[config.mk]
export PLATFORM = sky130hd
export DESIGN_NAME = hazard_ctrl
export DESIGN_NICKNAME = d
export VERILOG_FILES = /design/src/rtl/wisc_pipe_pkg.sv /design/src/rtl/inflight_tracker.sv /design/src/rtl/hazard_ctrl.sv
export SDC_FILE = /design/constraint.sdc
export NUM_CORES = 1
export LEC_CHECK = 0
export ABC_AREA = 1
export BUFFER_PORTS_ARGS = -buffer_cell sky130_fd_sc_hd__buf_2
export CORE_MARGIN = 2
export CORE_UTILIZATION = 53
export CTS_BUF_LIST = sky130_fd_sc_hd__clkbuf_8
export CTS_CLUSTER_DIAMETER = 200
export DETAILED_ROUTE_END_ITERATION = 10
export PLACE_DENSITY = 0.81
export SLEW_MARGIN = 20
export SYNTH_ARGS = -nofsm -noshare
export SYNTH_HDL_FRONTEND = slang
export SYNTH_SLANG_ARGS = --single-unit
[constraint.sdc]
create_clock -name clk -period 1.72 [get_ports clk]
set_clock_uncertainty 0.05 [all_clocks]
set_input_delay 0.172 -clock clk [delete_from_list [all_inputs] [get_ports clk]]
set_output_delay 0.172 -clock clk [all_outputs]
set_load 0.01 [all_outputs]
[src/rtl/wisc_pipe_pkg.sv]
// Shared types and constants for the WISC-SP13 5-stage pipeline control blocks.
//   hz_state_t : hazard controller state (RUN, DRAIN, HALTED)
//   inflight_t : one tracked in-flight register writer {valid, dest, is_load}
//   src_hit    : true when a read source collides with a tracked writer
package wisc_pipe_pkg;

  localparam int unsigned NUM_REGS           = 8;
  localparam int unsigned REG_W              = $clog2(NUM_REGS);
  localparam int unsigned NUM_STAGES_TRACKED = 3;

  // Opcode the ID/EX register loads when its rst input (idex_nop) is high.
  localparam logic [4:0]  NOP_OPCODE         = 5'b00001;

  typedef enum logic [1:0] {
    RUN    = 2'd0,
    DRAIN  = 2'd1,
    HALTED = 2'd2
  } hz_state_t;

  typedef struct packed {
    logic             valid;
    logic [REG_W-1:0] dest;
    logic             is_load;
  } inflight_t;

  // r0 is an ordinary register here, so no zero-register exemption.
  function automatic logic src_hit(input logic             used,
                                   input logic [REG_W-1:0] src,
                                   input inflight_t        entry);
    return used & entry.valid & (src == entry.dest);
  endfunction

endpackage

[src/rtl/inflight_tracker.sv]
// Three-entry shadow of the EX/MEM/WB pipeline registers' write-back info,
// plus source-versus-destination match logic for the decode stage.
// Ports:
//   clk, rst          : core clock, synchronous active-high reset
//   advance           : shift WB<-MEM<-EX<-ex_in (mirrors ID/EX enable)
//   ex_in             : entry describing what enters EX this edge
//   rs, rt            : decode source register fields
//   rs_used, rt_used  : the corresponding source is actually read
//   hit_ex/mem/wb     : a used source matches a valid entry in that stage
//   hit_ex_load       : the EX match is against a load
//   empty             : no valid entry in any tracked stage
module inflight_tracker
  import wisc_pipe_pkg::*;
(
  input  logic             clk,
  input  logic             rst,
  input  logic             advance,
  input  inflight_t        ex_in,
  input  logic [REG_W-1:0] rs,
  input  logic [REG_W-1:0] rt,
  input  logic             rs_used,
  input  logic             rt_used,
  output logic             hit_ex,
  output logic             hit_mem,
  output logic             hit_wb,
  output logic             hit_ex_load,
  output logic             empty
);

  inflight_t ex_q;
  inflight_t mem_q;
  inflight_t wb_q;

  // Shift register; holds whenever the ID/EX register is frozen.
  always_ff @(posedge clk) begin
    if (rst) begin
      ex_q  <= '0;
      mem_q <= '0;
      wb_q  <= '0;
    end else if (advance) begin
      wb_q  <= mem_q;
      mem_q <= ex_q;
      ex_q  <= ex_in;
    end
  end

  assign hit_ex      = src_hit(rs_used, rs, ex_q)  | src_hit(rt_used, rt, ex_q);
  assign hit_mem     = src_hit(rs_used, rs, mem_q) | src_hit(rt_used, rt, mem_q);
  assign hit_wb      = src_hit(rs_used, rs, wb_q)  | src_hit(rt_used, rt, wb_q);
  assign hit_ex_load = hit_ex & ex_q.is_load;
  assign empty       = ~(ex_q.valid | mem_q.valid | wb_q.valid);

endmodule

[src/rtl/hazard_ctrl.sv]
// Pipeline hazard controller for the 5-stage WISC-SP13 core. Drives the
// enables and NOP-inject inputs of the pipeline registers: RAW stalls in
// decode, branch flushes, memory-busy freeze and HALT drain.
// Build option: define HAZARD_FORWARDING_EN when EX->EX and MEM->EX
// forwarding exists; only a load in EX then stalls a dependent decode.
// Ports:
//   clk, rst                   : core clock, synchronous active-high reset
//   id_valid                   : decode holds a real instruction
//   id_rs/id_rt, *_used        : decode sources and whether they are read
//   id_rd, id_reg_write        : decode destination and write-back enable
//   id_mem_to_reg, id_halt     : decode is a load / a HALT
//   ex_branch_taken            : EX redirects the PC
//   mem_busy                   : data memory not ready, freeze everything
//   pc_en, ifid_en, ifid_flush : PC and IF/ID controls
//   idex_en, idex_nop          : ID/EX enable and NOP inject
//   exmem_en, memwb_en         : downstream enables
//   halt_done                  : pipe drained after HALT, held until reset
// Enables/flushes are combinational so they act on the same edge as the
// pipeline registers they control.
module hazard_ctrl
  import wisc_pipe_pkg::*;
(
  input  logic             clk,
  input  logic             rst,
  input  logic             id_valid,
  input  logic [REG_W-1:0] id_rs,
  input  logic [REG_W-1:0] id_rt,
  input  logic             id_rs_used,
  input  logic             id_rt_used,
  input  logic [REG_W-1:0] id_rd,
  input  logic             id_reg_write,
  input  logic             id_mem_to_reg,
  input  logic             id_halt,
  input  logic             ex_branch_taken,
  input  logic             mem_busy,
  output logic             pc_en,
  output logic             ifid_en,
  output logic             ifid_flush,
  output logic             idex_en,
  output logic             idex_nop,
  output logic             exmem_en,
  output logic             memwb_en,
  output logic             halt_done
);

  hz_state_t state;
  inflight_t ex_in;
  logic      hit_ex;
  logic      hit_mem;
  logic      hit_wb;
  logic      hit_ex_load;
  logic      empty;
  logic      data_stall;
  logic      halt_req;

  inflight_tracker u_tracker (
    .clk         (clk),
    .rst         (rst),
    .advance     (idex_en),
    .ex_in       (ex_in),
    .rs          (id_rs),
    .rt          (id_rt),
    .rs_used     (id_rs_used),
    .rt_used     (id_rt_used),
    .hit_ex      (hit_ex),
    .hit_mem     (hit_mem),
    .hit_wb      (hit_wb),
    .hit_ex_load (hit_ex_load),
    .empty       (empty)
  );

  // A bubble in decode reads nothing, so it can never stall.
`ifdef HAZARD_FORWARDING_EN
  logic unused_hits;
  assign data_stall  = id_valid & hit_ex_load;
  assign unused_hits = hit_mem | hit_wb;
`else
  logic unused_hits;
  assign data_stall  = id_valid & (hit_ex | hit_mem | hit_wb);
  assign unused_hits = hit_ex_load;
`endif

  assign halt_req = id_valid & id_halt;

  // Whatever is injected as a NOP (bubble, squash, drain) never tracks.
  assign ex_in = '{valid:   id_valid & id_reg_write & ~idex_nop,
                   dest:    id_rd,
                   is_load: id_valid & id_reg_write & id_mem_to_reg & ~idex_nop};

  // Pipeline register controls, highest priority first.
  always_comb begin
    pc_en      = 1'b1;
    ifid_en    = 1'b1;
    ifid_flush = 1'b0;
    idex_en    = 1'b1;
    idex_nop   = 1'b0;
    exmem_en   = 1'b1;
    memwb_en   = 1'b1;
    if (rst) begin
      pc_en      = 1'b0;
      ifid_flush = 1'b1;
      idex_nop   = 1'b1;
    end else if (mem_busy) begin
      // Freeze: nothing moves, nothing is injected.
      pc_en    = 1'b0;
      ifid_en  = 1'b0;
      idex_en  = 1'b0;
      exmem_en = 1'b0;
      memwb_en = 1'b0;
    end else if (state != RUN) begin
      // DRAIN/HALTED: stop fetch, keep feeding bubbles so older work retires.
      pc_en    = 1'b0;
      ifid_en  = 1'b0;
      idex_nop = 1'b1;
    end else if (ex_branch_taken) begin
      // Squash both younger slots; any concurrent stall is moot.
      ifid_flush = 1'b1;
      idex_nop   = 1'b1;
    end else if (data_stall) begin
      pc_en    = 1'b0;
      ifid_en  = 1'b0;
      idex_nop = 1'b1;
    end else if (halt_req) begin
      // HALT itself proceeds into EX; fetch stops behind it.
      pc_en   = 1'b0;
      ifid_en = 1'b0;
    end
  end

  // Control state: HALT accepted only when it actually issues this cycle.
  always_ff @(posedge clk) begin
    if (rst) begin
      state <= RUN;
    end else begin
      case (state)
        RUN: begin
          if (!mem_busy && !ex_branch_taken && !data_stall && halt_req) begin
            state <= DRAIN;
          end
        end
        DRAIN: begin
          if (empty && !mem_busy) begin
            state <= HALTED;
          end
        end
        HALTED:  state <= HALTED;
        default: state <= RUN;
      endcase
    end
  end

  assign halt_done = (state == HALTED) & ~rst;

endmodule

==> impl_table.tex, run 1 <==
\begin{tabular}{lr}
\hline
Metric & Value \\
\hline
\multicolumn{2}{l}{\textbf{STA}} \\
Period utilization & 106.3\% \\
Number of pins exceeding their max-slew limit in the final report & 0 \\
RSZ-0062 raised after global routing & true \\
Setup-violating endpoint count in the final report & 3 \\
Worst-Margin Slew & 266.9 ps \\
Total count of hold-check failures in the final report & 0 \\
Worst slack on hold paths & 100.2 ps \\
Slew headroom & a little over 80\% \\
Setup slack of the critical path after layout & -109.1 ps \\
Max Freq & 546.7 MHz \\
Final Critical Period & 1829 ps \\
\multicolumn{2}{l}{\textbf{Outcome}} \\
Result of the run & finished, violations left \\
Violated checks & negative setup slack \\
\multicolumn{2}{l}{\textbf{Yosys}} \\
Synth top area share & 28.75\% \\
Count of mapped cells out of synthesis & 173 \\
Main area contributors after synthesis & dfxtp\_1 (29\%), nand2\_1 (26\%), inv\_1 (10\%), nor2\_1 (9.6\%), o21ai\_0 (4.1\%) \\
Number of warning messages in the yosys log & 0 \\
Combined area of all synthesized cells & 974.7 um\^{}2 \\
FFs w/ async S/R, synth & 0\% \\
Synthesized flop and latch total & 14 \\
Post-synth top cells & nand2\_1 (68), inv\_1 (26), nor2\_1 (25) \\
Number of enable-type register cells in the synthesized netlist & 0 \\
Unique masters post-synth & 22 \\
Post-synthesis cell type with the largest combined area & dfxtp\_1 \\
Syn Nets & 195 \\
Sequential element share of the synthesized area & around 29\% \\
Dominant synthesized flop cell & dfxtp\_1 \\
Average cell area after synthesis & 5.634 um\^{}2 \\
Count leader, synth & nand2\_1 \\
\multicolumn{2}{l}{\textbf{Finish}} \\
Layout overhead on the synthesized area & 26.57\% \\
Diode insertion count for antenna repair & 0 \\
Total number of nets in the final design & 227 \\
Filler cell count in the final layout & 150 \\
Final design instance area without fill & 1234 um\^{}2 \\
Ratio of cells with drive above 1 in the final layout & roughly 31\% \\
\multicolumn{2}{l}{\textbf{Placement}} \\
Estimated wirelength of the detail-placed design & approximately 1.9 mm \\
Gpl congestion & around 0.8 \\
Count of input and output buffers & 25 \\
Placement Cell Area & 1120 um\^{}2 \\
\multicolumn{2}{l}{\textbf{Drt}} \\
Via density & between 4 and 5 \\
Total number of vias & 1126 \\
First-pass iteration count of the detailed router & 4 \\
Total met3 wirelength after detailed routing & around 110 um \\
WL/cell & 10.68 um \\
Iteration-0 DRC count of the detailed router & 30 \\
Count of nets left with antenna violations after detail routing & 0 \\
DRC violations left & 0 \\
Total routed wire length on the met1 layer & 1.056 mm \\
Highest metal layer used by the detailed router & met4 \\
Routed wire length on met2 & 1.223 mm \\
Sum of routed wire length over all layers & 2.446 mm \\
\multicolumn{2}{l}{\textbf{Worst setup path}} \\
Largest fanout of any net on the critical path & 4 \\
Launching element type of the critical path & register \\
Worst-case register-to-register setup slack & 230 ps \\
Kind of cell with the highest combined delay on the critical path & simple AND/OR/NAND/NOR gates \\
Buffers \& Inverters on Critical Path & 2 \\
Worst path slowest cell & dfxtp\_2 \\
Worst path arrival time & $\sim$1600 ps \\
Critical Path End Type & output port \\
Largest incremental delay on the critical path & 330 ps \\
Cell Chain, Critical Path & inv\_2 > nand2\_2 > nand2\_2 > nor2\_2 > nand2\_1 > nand2\_1 > nor2\_1 > nand2\_1 > nand2\_2 > nand2\_1 > nand2\_1 > nand3\_2 > nor2\_1 > buf\_2 \\
Top cell by count, worst path & nand2\_1 \\
Worst setup path category & reg2out \\
Required time reported for the critical path endpoint & 1500 ps \\
\multicolumn{2}{l}{\textbf{Die}} \\
Die Area & 2198 um\^{}2 \\
Starting Density & between 50\% and 60\% \\
Row cnt & 15 \\
Chip Height & $\sim$47 um \\
Core ar. & about 1700 um\^{}2 \\
Horizontal extent of the die & 46.89 um \\
Top Ports & 27 \\
\multicolumn{2}{l}{\textbf{GRT}} \\
Maximum number of pins on one net before global-route repair & 12 \\
Antenna violations before repair & 0 \\
Wire length of the first global-routing pass & between 3 and 4 mm \\
Number of global-route vias before repair & 992 \\
Total congestion overflow & 0 \\
GR Util All Layers & 25.20\% \\
\multicolumn{2}{l}{\textbf{Power}} \\
Highest ir drop seen on vdd & 0.5792 mV \\
Power per unit of standard cell area & 730.9 nW/um\^{}2 \\
Leakage power figure & 0.6646 nW \\
\multicolumn{2}{l}{\textbf{Clock tree}} \\
Clock slew at reported path FFs & $\sim$60 ps \\
CTS tree & done \\
Clock latency of the later-clocked register in the worst-skew pair & 250 ps \\
Clock buffer depth & 2 \\
Number of buffers inserted for hold repair after clock tree synthesis & 0 \\
Number of H-tree levels & 1 \\
Root buffer cell & clkbuf\_8 \\
Sinks on the clock net & 14 \\
Num CTS Buffers & 3 \\
\multicolumn{2}{l}{\textbf{Min path}} \\
Hold crit path type & in2reg \\
\multicolumn{2}{l}{\textbf{Job}} \\
Number of violations of the max-capacitance limit & 0 \\
\hline
\end{tabular}
==> final timing paths <==
kind | end | startpoint | cells after the start
setup / recovery | pc_en | u_tracker.mem_q[2] | 14
hold / removal | u_tracker.mem_q[4] | mem_busy | 2
setup reg to reg | state[1] | u_tracker.wb_q[2] | 14
hold reg to reg | u_tracker.ex_q[4] | u_tracker.ex_q[4] | 2
==> state kept, by name, indices dropped and copies added (netlist names) <==
register         flops
u_tracker.mem_q      4
u_tracker.ex_q       4
state                2
u_tracker.wb_q       4
==> what timing repair did <==
item / in CTS / in global routing
cloned: 0 / 0
pin swaps: 1 / 8
gates resized for setup: 14 / 10
setup buffers: 3 / 1
setup endpoints to repair: 3 / 3
endpoints found under the hold margin: 0 / 0
==> cells by family (layout without fill, tap and decap cells) <==
group,count (synthesis),count (layout),share of synthesized area [%]
flops,14,14,28.75
compound gates,17,17,9.885
fa+ha+maj,3,3,3.852
simple gates,105,105,43.13
buf+inv,33,64,13.48
xor+xnor,1,1,0.8988
==> stage by stage <==
stage	power, W	TNS [ps]	cells	worst slack [ps]	utilization, %
floorplan	0.0004985	0	173	333.6	-
global placement	0.0005605	0	221	174.9	64.86
detailed placement	0.0005693	0	221	112.5	64.86
CTS	0.0008938	-160.2	228	-73.15	69.93
global route	0.0009506	-682.9	229	-262.5	71.45
finish	0.0009017	-234.1	229	-109.1	71.45
==> where the power goes <==
group | switching (W) | internal (W)
Combinational | 0.000132 | 0.0000890
Sequential | 0.0000148 | 0.000344
Clock | 0.000119 | 0.000203
Total | 0.000266 | 0.000635
==> layout by cell type, fill, tap and decap left out, types with 2 or more instances in the layout <==
cell type / count
nand2_1: 65
buf_2: 25
nor2_1: 23
inv_1: 20
inv_2: 9
dfxtp_2: 9
o22ai_1: 6
nand2_2: 5
o21ai_0: 5
buf_4: 5
dfxtp_1: 5
nand3_1: 4
clkbuf_8: 4
nor2_2: 3
o21ai_1: 3
ha_1: 3
nand3_2: 2
==> worst reg2reg max path, delay by kind of cell, from the launching register on <==
kind                   cells  cell delay (ps)
AND/OR/NAND/NOR           12              790
flip-flops                 1              330
buffers and inverters      2              220
==> routing by layer <==
metal | track usage, % | vias up
li1 | - | 590
met1 | 28.94 | 490
met2 | 45.48 | 39
met3 | 3.846 | 7
met4 | 11.67 | 0
met5 | 0 | -
==> area by class of cell <==
type | count | area [um^2] | area share (%)
multi-input cells | 126 | 580.6 | 47.06
inverters | 30 | 112.6 | 9.128
repair buffers | 30 | 162.7 | 13.18
clock buffers | 4 | 55.05 | 4.462
flip-flops and latches | 14 | 291.5 | 23.63
well taps | 25 | 31.28 | 2.536
Power figures use the tool's default switching activity.
==> run 2, diff against run 1 <==
--- a/config.mk
+++ b/config.mk
@@ -13,6 +13,7 @@
 export CTS_CLUSTER_DIAMETER = 200
 export DETAILED_ROUTE_END_ITERATION = 10
 export PLACE_DENSITY = 0.81
+export SKIP_CTS_REPAIR_TIMING = 1
 export SLEW_MARGIN = 20
 export SYNTH_ARGS = -nofsm -noshare
 export SYNTH_HDL_FRONTEND = slang
==> impl_table.tex, run 2 (synthesized netlist as in run 1, its figures left out) <==
\begin{tabular}{lr}
\hline
Metric & Value \\
\hline
\multicolumn{2}{l}{\textbf{GRT}} \\
Antenna violations before repair & 0 \\
Maximum number of pins on one net before global-route repair & 12 \\
Total congestion overflow & 0 \\
Wire length of the first global-routing pass & 3.808 mm \\
GR Util All Layers & 24.57\% \\
Number of global-route vias before repair & 967 \\
\multicolumn{2}{l}{\textbf{Power}} \\
Power per unit of standard cell area & 738.6 nW/um\^{}2 \\
Switching share of power & 29.06\% \\
Highest ir drop seen on vdd & approximately 0.57 mV \\
Leakage power figure & between 0.6 and 0.7 nW \\
Cell internal power dissipation & about 0.00063 W \\
Part of the power in combinational logic & 24.3\% \\
Clk network pwr share & 35.5\% \\
Net switching power figure & 0.0002589 W \\
Sequential Power Share & between 40\% and 50\% \\
\multicolumn{2}{l}{\textbf{Die}} \\
Die Area & 2198 um\^{}2 \\
Starting Density & a little under three fifths \\
Top Ports & 27 \\
Row cnt & 15 \\
Chip Height & 46.89 um \\
Horizontal extent of the die & 46.89 um \\
Core ar. & 1727 um\^{}2 \\
\multicolumn{2}{l}{\textbf{Outcome}} \\
Result of the run & finished, violations left \\
Violated checks & negative setup slack \\
\multicolumn{2}{l}{\textbf{Worst setup path}} \\
Reg-to-reg critical path endpoint & state[1] \\
Largest fanout of any net on the critical path & 3 \\
Launching element type of the critical path & register \\
Worst setup path category & reg2out \\
Worst path arrival time & around 1600 ps \\
Critical Path End Type & output port \\
Required time reported for the critical path endpoint & 1500 ps \\
R2R depth & 14 \\
Worst-case register-to-register setup slack & $\sim$190 ps \\
Worst reg2reg path startpoint & u\_tracker.ex\_q[1] \\
\multicolumn{2}{l}{\textbf{Min path}} \\
Worst hold endpoint & u\_tracker.ex\_q[1] \\
Worst min-delay path startpoint & id\_rd[0] \\
Cell depth of the worst hold path & 3 \\
Hold crit path type & in2reg \\
\multicolumn{2}{l}{\textbf{Finish}} \\
Area taken by multi-input logic gates & between 500 and 600 um\^{}2 \\
Filler cell count in the final layout & $\sim$160 \\
Diode insertion count for antenna repair & 0 \\
Total number of nets in the final design & 225 \\
Leading cell types in the layout, fill and taps excluded & nand2\_1 (66), nor2\_1 (25), buf\_2 (25) \\
Register cell area after layout & 286.5 um\^{}2 \\
Core utilization of the finished layout & 69.86\% \\
Top flop regs & u\_tracker.ex\_q x4, u\_tracker.mem\_q x4, u\_tracker.wb\_q x4 \\
Layout overhead on the synthesized area & 23.75\% \\
Commonest non-fill, non-tap cell in the layout & nand2\_1 \\
Final design instance area without fill & between 1000 and 1500 um\^{}2 \\
Ratio of cells with drive above 1 in the final layout & 26.73\% \\
\multicolumn{2}{l}{\textbf{Clock tree}} \\
Number of H-tree levels & 1 \\
CTS tree & done \\
Clock buffer depth & 2 \\
Clock latency of the later-clocked register in the worst-skew pair & approximately 240 ps \\
Num CTS Buffers & 3 \\
Clock slew at reported path FFs & 60 ps \\
Root buffer cell & clkbuf\_8 \\
Sinks on the clock net & 14 \\
\multicolumn{2}{l}{\textbf{Placement}} \\
Worst setup slack after placement & 112.5 ps \\
Placement Cell Area & 1120 um\^{}2 \\
Estimated wirelength of the detail-placed design & 1.864 mm \\
Count of input and output buffers & 25 \\
Gpl congestion & approximately 0.8 \\
\multicolumn{2}{l}{\textbf{Drt}} \\
Routed wire length on met2 & around 1.2 mm \\
Iteration-0 DRC count of the detailed router & 28 \\
DRC violations left & 0 \\
Via density & just under 5 \\
Sum of routed wire length over all layers & around 2.4 mm \\
First-pass iteration count of the detailed router & 4 \\
Total met3 wirelength after detailed routing & roughly 110 um \\
Total number of vias & 1093 \\
WL/cell & 10.51 um \\
Count of nets left with antenna violations after detail routing & 0 \\
Highest metal layer used by the detailed router & met4 \\
Total routed wire length on the met1 layer & 1.060 mm \\
\multicolumn{2}{l}{\textbf{STA}} \\
Setup slack of the critical path after layout & -117.0 ps \\
RSZ-0062 raised after global routing & true \\
Setup-violating endpoint count in the final report & 3 \\
Number of pins exceeding their max-slew limit in the final report & 0 \\
Max Freq & 544.4 MHz \\
Slew headroom & 82.74\% \\
Total count of hold-check failures in the final report & 0 \\
Worst-Margin Slew & around 260 ps \\
Final Critical Period & 1837 ps \\
Period utilization & 106.8\% \\
\multicolumn{2}{l}{\textbf{Job}} \\
Number of violations of the max-capacitance limit & 0 \\
\hline
\end{tabular}
-- run 2: changes by cell type in the layout (fill, tap and decap cells not counted), sizes merged --
cell,before,now
buf,30,28
-- run 2: how the worst max path moves through the flow --
stage	from	end	depth (start not counted)
final	u_tracker.ex_q[1]	pc_en	14
after global routing	u_tracker.mem_q[2]	pc_en	14
after CTS	u_tracker.mem_q[2]	pc_en	14
after detailed placement	u_tracker.mem_q[2]	pc_en	14
after global placement	u_tracker.mem_q[3]	pc_en	14
after floorplan	u_tracker.mem_q[3]	pc_en	13
-- run 2: worst max-delay path, cell delays in order (launching register included) --
cell and delay [ps]:
dfxtp_1 340, inv_2 80, nand2_1 50, nand2_1 60, nor2_1 40, nand2_1 70, nand2_1 50, nor2_1 100
nand2_1 80, nand2_2 80, nand2_1 50, nand2_1 70, nand3_2 60, nor2_1 100, buf_2 130
-- run 2: per-layer routing --
layer  vias up  track usage (%)
met5         -                0
li1        581                -
met3         4            3.462
met2        32            44.38
met4         0            10.00
met1       476            28.94
-- run 2: cell type report --
class                      instances  share of cell area (%)
clock buffer                       4                   4.564
timing repair buffer              28                   12.24
multi-input combinational        126                   47.51
tap                               25                   2.593
sequential                        14                   23.76
inverter                          30                   9.336
-- run 2: power by group through the flow --
stage	clock, W	sequential, W	combinational, W
floorplan	0	0.000358	0.000141
global placement	0	0.000361	0.000199
detailed placement	0	0.000362	0.000207
CTS	0.000323	0.000355	0.000209
global route	0.000337	0.000360	0.000248
finish	0.000317	0.000357	0.000217
-- run 2: stage by stage --
stage	TNS, ps	total power [W]	std cells	hold slack (ps)
after floorplan	0	0.0004985	173	200.5
after global placement	0	0.0005605	221	353.9
after detailed placement	0	0.0005693	221	357.8
after CTS	-426.4	0.0008869	225	103.5
after global routing	-692.3	0.0009452	227	114.1
final	-265.4	0.0008908	227	106.8
==> run 3, diff against run 2 <==
--- a/config.mk
+++ b/config.mk
@@ -13,6 +13,7 @@
 export CTS_CLUSTER_DIAMETER = 200
 export DETAILED_ROUTE_END_ITERATION = 10
 export PLACE_DENSITY = 0.81
+export SETUP_SLACK_MARGIN = 0.2
 export SKIP_CTS_REPAIR_TIMING = 1
 export SLEW_MARGIN = 20
 export SYNTH_ARGS = -nofsm -noshare
==> impl_table.tex, run 3 (synthesized netlist as in run 1, its figures left out) <==
\begin{tabular}{lr}
\hline
Metric & Value \\
\hline
\multicolumn{2}{l}{\textbf{GRT}} \\
Met3 track demand over resource in global routing & 3.462\% \\
M1 GR Usage & slightly below 30\% \\
Wire length of the first global-routing pass & 3.808 mm \\
GR Util All Layers & 24.57\% \\
Antenna violations before repair & 0 \\
Number of global-route vias before repair & 967 \\
Total congestion overflow & 0 \\
Global-route track usage on met2 & 44.38\% \\
Global route hottest layer & met2 \\
Maximum number of pins on one net before global-route repair & 12 \\
\multicolumn{2}{l}{\textbf{STA}} \\
Slew headroom & slightly above 80\% \\
Number of pins exceeding their max-slew limit in the final report & 0 \\
Max Freq & 545.1 MHz \\
Worst slack on hold paths & 105.1 ps \\
Setup Total Neg Slack & -262.1 ps \\
Worst-Margin Slew & 260.0 ps \\
Setup-violating endpoint count in the final report & 3 \\
Period utilization & 106.7\% \\
RSZ-0062 raised after global routing & true \\
Setup slack of the critical path after layout & -114.7 ps \\
Total count of hold-check failures in the final report & 0 \\
Final Critical Period & 1835 ps \\
\multicolumn{2}{l}{\textbf{Placement}} \\
Gpl congestion & around 0.81 \\
Count of input and output buffers & 25 \\
Estimated wirelength of the detail-placed design & 1.864 mm \\
\multicolumn{2}{l}{\textbf{Power}} \\
Highest ir drop seen on vdd & 0.5691 mV \\
Power per unit of standard cell area & 744.4 nW/um\^{}2 \\
Sequential Power Share & 39.7\% \\
Clk network pwr share & 35.0\% \\
Switching share of power & approximately 30\% \\
Part of the power in combinational logic & 25.2\% \\
Cell internal power dissipation & 0.0006366 W \\
Leakage power figure & 0.6552 nW \\
Net switching power figure & 0.0002678 W \\
\multicolumn{2}{l}{\textbf{Drt}} \\
Count of nets left with antenna violations after detail routing & 0 \\
Sum of routed wire length over all layers & 2.437 mm \\
Via density & 4.885 \\
Iteration-0 DRC count of the detailed router & 30 \\
First-pass iteration count of the detailed router & 4 \\
DRC violations left & 0 \\
WL/cell & 10.74 um \\
Total number of vias & about 1100 \\
\multicolumn{2}{l}{\textbf{Min path}} \\
Worst min-delay path startpoint & mem\_busy \\
Hold crit path type & in2reg \\
Cell depth of the worst hold path & 2 \\
Worst hold endpoint & u\_tracker.mem\_q[4] \\
\multicolumn{2}{l}{\textbf{Finish}} \\
Commonest non-fill, non-tap cell in the layout & nand2\_1 \\
Leading cell types in the layout, fill and taps excluded & nand2\_1 (65), buf\_2 (25), nor2\_1 (24) \\
Top flop regs & u\_tracker.ex\_q x4, u\_tracker.mem\_q x4, u\_tracker.wb\_q x4 \\
Filler cell count in the final layout & 154 \\
Diode insertion count for antenna repair & 0 \\
Ratio of cells with drive above 1 in the final layout & 28.71\% \\
Total number of nets in the final design & 225 \\
Layout overhead on the synthesized area & 24.65\% \\
Core utilization of the finished layout & 70.36\% \\
\multicolumn{2}{l}{\textbf{Clock tree}} \\
Number of H-tree levels & 1 \\
Num CTS Buffers & 3 \\
CTS tree & done \\
Clock buffer depth & 2 \\
Clock slew at reported path FFs & approximately 60 ps \\
Root buffer cell & clkbuf\_8 \\
Sinks on the clock net & 14 \\
Clock latency of the later-clocked register in the worst-skew pair & 240 ps \\
\multicolumn{2}{l}{\textbf{Worst setup path}} \\
Worst path arrival time & 1610 ps \\
R2R depth & 14 \\
Worst setup path category & reg2out \\
Worst-case register-to-register setup slack & $\sim$160 ps \\
Largest fanout of any net on the critical path & 3 \\
Launching element type of the critical path & register \\
Reg-to-reg critical path endpoint & state[1] \\
Critical Path End Type & output port \\
Worst reg2reg path startpoint & u\_tracker.ex\_q[1] \\
Required time reported for the critical path endpoint & 1500 ps \\
\multicolumn{2}{l}{\textbf{Die}} \\
Core ar. & 1727 um\^{}2 \\
Die Area & 2198 um\^{}2 \\
Top Ports & 27 \\
Starting Density & 56.45\% \\
Row cnt & 15 \\
Chip Height & 46.89 um \\
Horizontal extent of the die & 46.89 um \\
\multicolumn{2}{l}{\textbf{Job}} \\
Number of violations of the max-capacitance limit & 0 \\
\multicolumn{2}{l}{\textbf{Outcome}} \\
Violated checks & negative setup slack \\
Result of the run & finished, violations left \\
\hline
\end{tabular}
[run 3: cell types whose count changed in the layout (fill, tap and decap cells not counted)]
cell	before	now
dfxtp_1	9	8
dfxtp_2	5	6
ha_1	3	2
ha_2	0	1
nand2_1	66	65
nand2_2	4	5
nor2_1	25	24
nor2_2	1	2
[run 3: area by class of cell]
type	instances	area, um^2	share of cell area (%)
clock buffer	4	55.05	4.531
tap	25	31.28	2.575
inverter	30	112.6	9.269
sequential	14	287.8	23.69
multi-input combinational	126	580.6	47.79
timing repair buffer	28	147.6	12.15
[run 3: how the worst max path moves through the flow]
stage                                  start    end  slack (ps)  cells past startpoint
after floorplan           u_tracker.mem_q[3]  pc_en         330                     13
after global placement    u_tracker.mem_q[3]  pc_en         170                     14
after detailed placement  u_tracker.mem_q[2]  pc_en         110                     14
after CTS                 u_tracker.mem_q[2]  pc_en        -150                     14
after global routing      u_tracker.mem_q[2]  pc_en        -260                     14
final                      u_tracker.ex_q[1]  pc_en        -110                     14
[run 3: power groups by stage]
stage	combinational, W	sequential (W)	clock [W]
6_report	0.000228	0.000359	0.000317
5_1_grt	0.000258	0.000362	0.000337
4_1_cts	0.000209	0.000355	0.000323
3_5_place_dp	0.000207	0.000362	0
3_3_place_gp	0.000199	0.000361	0
2_1_floorplan	0.000141	0.000358	0
[run 3: worst max-delay path: stages, from the launching register on]
cell,delay (ps)
dfxtp_1,340
inv_2,80
nand2_1,50
nand2_1,60
nor2_1,40
nand2_1,70
nand2_1,50
nor2_1,100
nand2_1,80
nand2_2,80
nand2_1,50
nand2_1,70
nand3_2,60
nor2_1,100
buf_2,130
[run 3: routing by layer]
metal	vias up	routed length, um	part of all wire, %
li1	583	-	-
met1	486	1084	44
met2	36	1200	49
met3	4	124	5.1
met4	0	27	1.1
met5	-	0	0
[run 3: metrics by stage]
step	cell area [um^2]	worst slack [ps]	power, W	std cells
floorplan	974.7	333.6	0.0004985	173
global placement	1120	174.9	0.0005605	221
detailed placement	1120	112.5	0.0005693	221
CTS	1175	-151.8	0.0008869	225
global route	1215	-262.2	0.0009562	227
finish	1215	-114.7	0.0009044	227
